[config.mk]
export PLATFORM = sky130hd
export DESIGN_NAME = spi_slave_ctrl
export DESIGN_NICKNAME = d
export VERILOG_FILES = /design/src/rtl/spi_slave_ctrl.sv
export SDC_FILE = /design/constraint.sdc
export NUM_CORES = 1
export LEC_CHECK = 0
export BUFFER_PORTS_ARGS = -buffer_cell sky130_fd_sc_hd__buf_2
export CAP_MARGIN = 20
export CELL_PAD_IN_SITES_DETAIL_PLACEMENT = 2
export CELL_PAD_IN_SITES_GLOBAL_PLACEMENT = 2
export CORE_MARGIN = 2
export CORE_UTILIZATION = 32
export CTS_CLUSTER_DIAMETER = 200
export DETAILED_ROUTE_END_ITERATION = 12
export GPL_ROUTABILITY_DRIVEN = 0
export PLACE_DENSITY = 0.89
export SYNTH_ARGS = -nofsm -noshare
export SYNTH_HDL_FRONTEND = slang
export SYNTH_SLANG_ARGS = --single-unit
[constraint.sdc]
create_clock -name clk -period 4.7 [get_ports clk]
set_clock_uncertainty 0.1 [all_clocks]
set_input_delay 0.94 -clock clk [delete_from_list [all_inputs] [get_ports clk]]
set_output_delay 0.94 -clock clk [all_outputs]
set_load 0.005 [all_outputs]
[src/rtl/spi_slave_ctrl.sv]
// SPI slave transaction controller: turns each received SPI command word into one
// valid/ready bus access and loads the response word for the next frame.
module spi_slave_ctrl #(
    parameter int SPI_DATA_W = 32,
    parameter int ADDR_W     = 7,
    parameter int TIMEOUT    = 255
) (
    input  logic                         clk,
    input  logic                         rst,
    input  logic [SPI_DATA_W-1:0]        fe_data_out,
    input  logic                         fe_ss_pos_edge,
    input  logic                         fe_ss_neg_edge,
    output logic [SPI_DATA_W-1:0]        fe_data_in,
    output logic                         bus_valid,
    output logic                         bus_we,
    output logic [ADDR_W-1:0]            bus_addr,
    output logic [SPI_DATA_W-ADDR_W-2:0] bus_wdata,
    input  logic                         bus_ready,
    input  logic [SPI_DATA_W-ADDR_W-2:0] bus_rdata,
    output logic                         busy,
    output logic                         err,
    output logic [7:0]                   overrun_cnt
);

    localparam int DW = SPI_DATA_W - 1 - ADDR_W;
    localparam int CW = $clog2(TIMEOUT + 1);
    localparam logic [CW-1:0] TO_LAST = CW'(TIMEOUT - 1);

    typedef enum logic [1:0] {
        IDLE  = 2'd0,
        FRAME = 2'd1,
        REQ   = 2'd2
    } state_t;

    state_t                  state_r, state_s;
    logic [CW-1:0]           cnt_r, cnt_s;
    logic [SPI_DATA_W-1:0]   cmd_r, cmd_s;
    logic [SPI_DATA_W-1:0]   resp_r, resp_s;
    logic                    err_r, err_s;
    logic [7:0]              ovr_r, ovr_s;
    logic                    valid_r, busy_r;

    // State register and all registered outputs
    always_ff @(posedge clk or posedge rst) begin
        if (rst) begin
            state_r <= IDLE;
            cnt_r   <= '0;
            cmd_r   <= '0;
            resp_r  <= '0;
            err_r   <= 1'b0;
            ovr_r   <= 8'd0;
            valid_r <= 1'b0;
            busy_r  <= 1'b0;
        end else begin
            state_r <= state_s;
            cnt_r   <= cnt_s;
            cmd_r   <= cmd_s;
            resp_r  <= resp_s;
            err_r   <= err_s;
            ovr_r   <= ovr_s;
            valid_r <= (state_s == REQ);
            busy_r  <= (state_s != IDLE);
        end
    end

    // Next-state, command capture, response build, timeout and overrun accounting
    always_comb begin
        state_s = state_r;
        cnt_s   = cnt_r;
        cmd_s   = cmd_r;
        resp_s  = resp_r;
        err_s   = err_r;
        ovr_s   = ovr_r;
        case (state_r)
            IDLE: begin
                if (fe_ss_neg_edge) begin
                    state_s = FRAME;
                end else begin
                    state_s = IDLE;
                end
            end
            FRAME: begin
                if (fe_ss_pos_edge) begin
                    cmd_s   = fe_data_out;
                    cnt_s   = '0;
                    state_s = REQ;
                end else begin
                    state_s = FRAME;
                end
            end
            REQ: begin
                // A frame starting mid-access is dropped, never re-entering FRAME
                if (fe_ss_neg_edge && (ovr_r != 8'hFF)) begin
                    ovr_s = ovr_r + 8'd1;
                end else begin
                    ovr_s = ovr_r;
                end
                cnt_s = cnt_r + CW'(1);
                if (bus_ready) begin
                    resp_s  = {1'b0, cmd_r[SPI_DATA_W-2:DW],
                               cmd_r[SPI_DATA_W-1] ? cmd_r[DW-1:0] : bus_rdata};
                    state_s = IDLE;
                end else if (cnt_r == TO_LAST) begin
                    resp_s  = {1'b1, cmd_r[SPI_DATA_W-2:DW], {DW{1'b0}}};
                    err_s   = 1'b1;
                    state_s = IDLE;
                end else begin
                    state_s = REQ;
                end
            end
            default: begin
                state_s = IDLE;
            end
        endcase
    end

    assign fe_data_in  = resp_r;
    assign bus_valid   = valid_r;
    assign busy        = busy_r;
    assign err         = err_r;
    assign overrun_cnt = ovr_r;
    assign bus_we      = cmd_r[SPI_DATA_W-1];
    assign bus_addr    = cmd_r[SPI_DATA_W-2:DW];
    assign bus_wdata   = cmd_r[DW-1:0];

endmodule

[Word-level counts from Yosys, hierarchy flattened]
Index checks and enable logic that the tools add are counted.
Operators by class
  add/sub/neg operators: 2
  eq/ne operators: 6
  muxes and demuxes: 10
  bitwise operators: 1
  reduce and logical (&&, ||, !) cells: 10
Operators by type and width (count)
  2-to-1 mux 32 bit: 2
  2-to-1 mux 24 bit: 1
  adder 8 x 1 -> 8 bit (second input constant): 2
  case mux 8 bit (2 select lines): 1
  == test 8 bit (second input constant): 1
  2-to-1 mux 8 bit: 1
  != test 8 bit (second input constant): 1
  AND reduction 2 bit: 4
  2-to-1 mux 2 bit: 3
  case mux 2 bit (3 select lines): 1
  nonzero test 2 bit: 3
  == test 2 bit (second input constant): 2
  AND reduction 3 bit: 1
  == test 2 x 1 -> 1 bit (second input constant): 1
  logical NOT 2 bit: 1
  != test 2 bit (second input constant): 1
  logical AND 1 bit: 1
  2-to-1 mux 1 bit: 1
  inverter 1 bit: 1
Storage, ports and cells
  bits in registers: 85
  input port bits: 61
  output and inout bits: 75
  logic and storage cells: 37

[Logic depth before layout (Yosys ltp)]
Gate-level depths: netlist of the first run.
  depth after elaboration: 5
  mapped depth: 8
  gate-level depth less buffers: 6

[Worst setup path after synthesis of the first run]
Ideal clock, no wire load.
  kind: input to register
  start point: input port fe_ss_pos_edge
  end point: register cnt_r[6]
  setup time: 0.140 ns
  arrival: 1.736 ns
  data required time: 4.460 ns
  setup slack: 2.724 ns
  stages: 6
  path buffers: 2
  cell sequence: nand2_1 > or2_2 > clkbuf_1 > buf_2 > o311ai_0 > o41ai_1
Between the ends
  longest elaborated chain between the ends: 2
Ends and longest elaborated chain
  start, declared: RTL line 11  | input logic fe_ss_pos_edge,
  != test 2 bit (no source line)
  AND reduction 2 bit (no source line)
  end signal, assigned: RTL line 56  | cnt_r <= cnt_s;
  end, declared: RTL line 36  | logic [CW-1:0] cnt_r, cnt_s;
No other way between the ends.
A chain may end at the register's enable or synchronous reset.

[Final worst setup path of the first run]
  start point: input port fe_ss_pos_edge
  end point: register busy_r (netlist: busy)
Between the ends
  longest elaborated chain between the ends: 3
Ends and longest elaborated chain
  2-to-1 mux 2 bit: RTL line 83  | if (fe_ss_pos_edge) begin
  case mux 2 bit (3 select lines): RTL line 74  | case (state_r)
  named net state_s[1]: RTL line 35  | state_t state_r, state_s;
  nonzero test 2 bit: RTL line 62  | busy_r <= (state_s != IDLE);
  end signal, assigned: RTL line 62
  end, declared: RTL line 41  | logic valid_r, busy_r;
The timed path passes the listed nets, and every way through them passes these cells.

==> metrics.csv, run 1 <==
metric;value;unit
max_freq;0.422;GHz
num_vias;3005;
ys_types;36;
clock_latency;0.32;ns
drv_slew;0;
hold_violations;0;
tightest_slew;1.02;ns
yosysTopAreaCell;dfrtp_1;
tritoncts;yes;
clkTransAtPathRegs;0.06;ns
core_region_area;11000;µm²
post-route-period-util;0.504;
post_cts_buffers;0;
final.min_clock_period;2.37;ns
final_common_cell;buf_2;
cp.required;4.81;ns
leakage;2.48;nW
setup_viol;0;
io_pins;136;
port_buffers;135;
postRouteAntennaNets;0;
grt_pass1_wl;17.4;mm
numCtsBuffers;9;
startpoint_type;primary input;
initial_core_util;0.332;
n_antenna_cell;0;
final_nets;526;
synth_area_leaders;dfrtp_1 58%, nand2_1 11%, mux2i_1 7.4%;
p_per_area;610;nW/µm²
power;2.88;mW
syn_nets;395;
dp.cells;591;
dieArea;12300;µm²
gr-usage-all-layers;0.177;
cp.arrival;2.48;ns
grt_pass1_vias;3377;
synthCells;331;
clockBufferDepth;2;
relSlewSlack;0.317;
cts_max_level;3;
instances_no_fill;606;
setup_tns;0;ns
place_hpwl;7.68;mm
layout_common_cells;135 x buf_2, 105 x nand2_1, 85 x dfrtp_1, 27 x mux2i_1, 24 x o2bb2ai_1;
synth_area_per_cell;11.0;µm²
synth_ff_type;dfrtp_1;
num_rows;38;
wl_per_cell;18.0;µm
async_flop_share;1.00;
route.detailed.drc;0;
cts_resized;0;
syn_area;3640;µm²
cp_max_fo;40;
design_area;4710;µm²
crit_type;primary input to flip-flop;
max-cap-violations;0;
ys_ff_latch;85;
grt_max_degree;52;
die_x;111;µm
drt_iter0_markers;100;
ys_seq_area_frac;0.584;
finish.utilization;0.429;
place_area;4410;µm²
synth_warnings;0;
grt_antenna_before_repair;0;
synth_edf_count;0;
root_buffer;clkbuf_16;
syn_to_final_growth;29.4;%
ctsHoldBuffers;0;
viasPerCell;4.96;
yosys.area.top_type_share;0.584;
status;finished, final reports clean;
critical_path.endpoint_type;flip-flop;
overflow;0;
die_h;111;µm
drive_gt1_frac;0.363;
routed_wl;10.9;mm
clkSinkCount;85;
hp-class;flip-flop to flip-flop;
drtPass1Iterations;4;
peakVddDrop;0.265;mV
rsz0062_at_grt;no;
metal layers:
metal	routed length [µm]	track usage	vias up
li1	-	-	1396
met1	4500	0.204	1523
met2	5820	0.329	75
met3	402	0.0339	11
met4	159	0.0550	0
met5	0	0	-
registers in the layout (all words and copies together) (netlist names):
name and count:
overrun_cnt 8, cnt_r 8, err 1, fe_data_in 32, cmd_r 32, state_r 2
busy 1, bus_valid 1
cell type report:
class,count,area [µm²]
fill,1214,6270
sequential,85,2130
multi-input combinational,226,1410
timing repair buffer,137,691
clock buffer,12,256
tap,140,175
clock inverter,3,45.0
inverter,3,12.5
Yosys cell counts, drive strengths merged (2+ instances only):
cell	count
nand3	5
mux2	9
nand3b	2
buf	7
nand2	105
nor2	10
nand4	4
o31ai	4
xor2	3
ha	3
o2bb2ai	24
nor3	2
a21oi	10
inv	3
or2	2
o211ai	2
dfrtp	85
mux2i	27
and3	2
o21ai	3
clkbuf	10
metrics by stage:
| stage | worst slack [ns] | hold slack [ns] |
|---|---|---|
| 3_3_place_gp | 2.15 | 0.350 |
| 2_1_floorplan | 1.47 | 0.354 |
| 6_report | 2.33 | 0.390 |
| 5_1_grt | 2.23 | 0.406 |
| 3_5_place_dp | 2.01 | 0.371 |
| 4_1_cts | 2.32 | 0.391 |
worst paths after layout:
| kind | end | slack (ns) | from | depth (start not counted) |
|---|---|---|---|---|
| worst max-delay path | busy | 2.33 | fe_ss_pos_edge | 5 |
| max in group asynchronous | fe_data_in[12] | 2.83 | rst | 3 |
| worst max register to register | fe_data_in[30] | 2.38 | cnt_r[0] | 6 |
| worst min-delay path | fe_data_in[0] | 0.39 | fe_data_in[0] | 1 |
| worst min register to register | fe_data_in[0] | 0.39 | fe_data_in[0] | 1 |
| min in group asynchronous | cmd_r[26] | 0.67 | rst | 2 |
report_power, final:
group / switching (mW) / internal (mW) / total, mW / leakage, nW
registers: 0.227 / 1.02 / 1.25 / 1.08
clock network: 0.285 / 0.439 / 0.724 / 0.141
logic: 0.453 / 0.456 / 0.909 / 1.26
critical path, cell delays in order:
cell,delay [ns]
buf_2,0.10
nand2_1,0.11
or2_2,0.68
o31ai_1,0.28
or2_2,0.35
kinds of logic (layout without fill, tap and decap cells):
logic type,Yosys count,in the layout,synth area share
and+or+nand+nor,136,136,0.159
adders and majority gates,3,3,0.0103
xor gates and xnor gates,3,3,0.00721
buffers and inverters,20,155,0.0319
AOI/OAI and AO/OA,48,48,0.102
muxes,36,36,0.106
DFF,85,85,0.584
No activity file was read; power rests on OpenSTA's default activity.
==> inputs of run 2 (changes only) <==
Settings changed: ABC_AREA set to 1, CORE_UTILIZATION 32 to 25, PLACE_DENSITY 0.89 to 0.81.
Clock period 4.7 ns to 1.9 ns, I/O delays scaled along.
==> run 2 against run 1 <==
Against the previous run:
- design area rose by 9.3%
- global-route usage rose by 0.16 points
- sequential power rose by 150%
- sequential cell count did not move
- setup slack got worse by 2.1 ns
- power rose to 2.7 times the previous value
- combinational power rose to 3.0 times the previous value
- utilization fell by 9.3 points
- critical path depth rose by 3
- first-iteration DRC count rose by 35%
==> metrics.csv, run 2 <==
metric;value;unit;change
postRouteAntennaNets;0;;unchanged
clockBufferDepth;2;;unchanged
clkTransAtPathRegs;0.06;ns;about the same
reg2regPathDepth;8;;+2
tritoncts;yes;;
tightest_slew;0.487;ns;-0.533 ns
cts_max_level;3;;unchanged
ys_seq_area_frac;0.540;;-0.0438
drt_iter0_markers;135;;+35%
grt_pass1_vias;4380;;+30%
slowest_delay;0.43;ns;-0.25 ns
synth_area_leaders;dfrtp_1 54%, nand2_1 25%, nand3_1 5.8%;;
num_vias;3860;;+28%
r2r-start;overrun_cnt[0];;
syn_area;3940;µm²;+8.1%
setup_viol;0;;unchanged
slowest_stage;dfrtp_1;;
viasPerCell;4.55;;-8.3%
startpoint_type;flip-flop;;
yosysTopAreaCell;dfrtp_1;;
drv_slew;0;;unchanged
grt_antenna_before_repair;0;;unchanged
core_region_area;15300;µm²;+39%
max_freq;0.586;GHz;
die_x;130;µm;+17%
die_h;130;µm;+17%
path_common_cell;nand2_1;;
final.min_clock_period;1.71;ns;
initial_core_util;0.257;;-0.0745
relSlewSlack;0.675;;+0.358
grt_max_degree;86;;+65%
synth_area_per_cell;7.85;µm²;-29%
gr-usage-all-layers;0.178;;+0.00164
synth_commonest_cells;259 x nand2_1, 85 x dfrtp_1, 46 x nand3_1;;
post-route-period-util;0.898;;
root_buffer;clkbuf_16;;
design_area;5150;µm²;+9.3%
yosys.area.top_type_share;0.540;;-0.0438
status;finished, final reports clean;;
synth_ff_type;dfrtp_1;;
reg2reg_slack;0.19;ns;-2.19 ns
post_cts_buffers;0;;unchanged
overflow;0;;unchanged
dieArea;16800;µm²;+37%
grt_pass1_wl;22.9;mm;+31%
clock_latency;0.35;ns;+0.03 ns
routed_wl;14.4;mm;+32%
p_per_area;1490;nW/µm²;+140%
dp.cells;833;;+41%
place_hpwl;10.6;mm;+38%
ys_ff_latch;85;;unchanged
seqCellArea;2130;µm²;unchanged
final_common_cell;nand2_1;;
drtPass1Iterations;4;;unchanged
setup_tns;0;ns;unchanged
drive_gt1_frac;0.273;;-0.0899
numCtsBuffers;9;;unchanged
max-cap-violations;0;;unchanged
peakVddDrop;0.480;mV;+81%
port_buffers;135;;unchanged
final_nets;697;;+33%
syn_to_final_growth;30.8;%;
instances_no_fill;849;;+40%
pre_cts_ws;0.126;ns;-1.89 ns
synth_warnings;0;;unchanged
hold_violations;0;;unchanged
leakage;2.89;nW;+16%
wl_per_cell;16.9;µm;-5.8%
layout_common_cells;259 x nand2_1, 135 x buf_2, 85 x dfrtp_1, 46 x nand3_1, 26 x a21oi_1;;
synth_edf_count;0;;unchanged
yosysMostFrequentCell;nand2_1;;
clkSinkCount;85;;unchanged
syn_nets;566;;+43%
cp.arrival;1.84;ns;-0.64 ns
cp.required;2.03;ns;-2.78 ns
hp-class;primary input to asynchronous set/reset pin;;
synthCells;502;;+52%
multi_input_area;1580;µm²;+13%
num_rows;45;;+18%
finalWorstSetupSlack;0.193;ns;-2.14 ns
rsz0062_at_grt;no;;
place_area;4830;µm²;+9.5%
cp_max_fo;8;;-80%
nFillCells;1837;;+51%
n_antenna_cell;0;;unchanged
ys_types;22;;-39%
critical_path.endpoint_type;flip-flop;;
worstPathCellList;ha_1 > nand2_1 > nor2_2 > nand2_1 > nand2_2 > inv_2 > nand2_1 > nand2_1;;
r2r_end;overrun_cnt[4];;
crit_type;flip-flop to flip-flop;;
route.detailed.drc;0;;unchanged
async_flop_share;1.00;;unchanged
io_pins;136;;unchanged
[run 2: cell count changes after synthesis, moves of 5 or more]
cell / previous run / this run
mux2_2: 5 / 0
o2bb2ai_1: 24 / 0
inv_1: 3 / 21
buf_4: 0 / 6
nand2_1: 105 / 259
a21oi_1: 10 / 26
mux2i_1: 27 / 0
inv_2: 0 / 5
nand3_1: 5 / 46
[run 2: area by class of cell]
type                    instances  share of cell area
flip-flops and latches         85               0.413
clock inverters                 5              0.0146
well taps                     211              0.0512
multi-input cells             367               0.307
repair buffers                144               0.149
inverters                      26              0.0197
clock buffers                  11              0.0452
[run 2: kinds of logic (layout without fill, tap and decap cells)]
group,after synthesis,after routing,share of synthesized area
flops,85,85,0.540
simple gates,328,328,0.339
fa+ha+maj,3,3,0.00953
xor+xnor,3,3,0.00667
compound gates,33,33,0.0426
buf+inv,50,186,0.0619
[run 2: how the worst max path moves through the flow]
stage | slack (ns) | cells past startpoint | startpoint | to
CTS | 0.12 | 8 | overrun_cnt[0] | overrun_cnt[4]
global placement | 0.28 | 9 | cnt_r[0] | fe_data_in[27]
global route | 0.05 | 8 | overrun_cnt[0] | overrun_cnt[0]
finish | 0.19 | 8 | overrun_cnt[0] | overrun_cnt[4]
floorplan | 0.44 | 1 | rst | bus_valid
detailed placement | 0.13 | 9 | cnt_r[0] | fe_data_in[11]
[run 2: per-layer routing]
layer,track usage,routed length (µm),vias to the layer above
met5,0,0,-
met1,0.213,5960,1925
li1,-,-,1828
met2,0.324,7550,87
met3,0.0260,535,20
met4,0.0683,312,0
[run 2: through the flow]
| stage | hold slack [ns] | power [mW] | utilization |
|---|---|---|---|
| after CTS | 0.0865 | 7.80 | 0.336 |
| after floorplan | 0.358 | 4.43 | - |
| after global routing | 0.110 | 8.28 | 0.336 |
| final | 0.0485 | 7.66 | 0.336 |
| after global placement | 0.351 | 5.65 | 0.316 |
| after detailed placement | 0.363 | 5.87 | 0.316 |
[run 2: repair_timing]
action | in CTS | in global routing
endpoints found under the hold margin | 0 | 0
resized for setup | 0 | 2
hold buffers | 0 | 0
setup endpoints to repair | 0 | 8
[run 2: power by group]
part / internal [mW] / switching (mW)
Clock: 1.15 / 0.729
Combinational: 1.02 / 1.66
Sequential: 2.52 / 0.574
[run 2: worst max-delay path: cells and delay by family (launching register included)]
kind	cells	cell delay, ns
flip-flops	1	0.43
buffers and inverters	1	0.10
adder cells (fa/ha/maj)	1	0.23
AND/OR/NAND/NOR	6	0.75
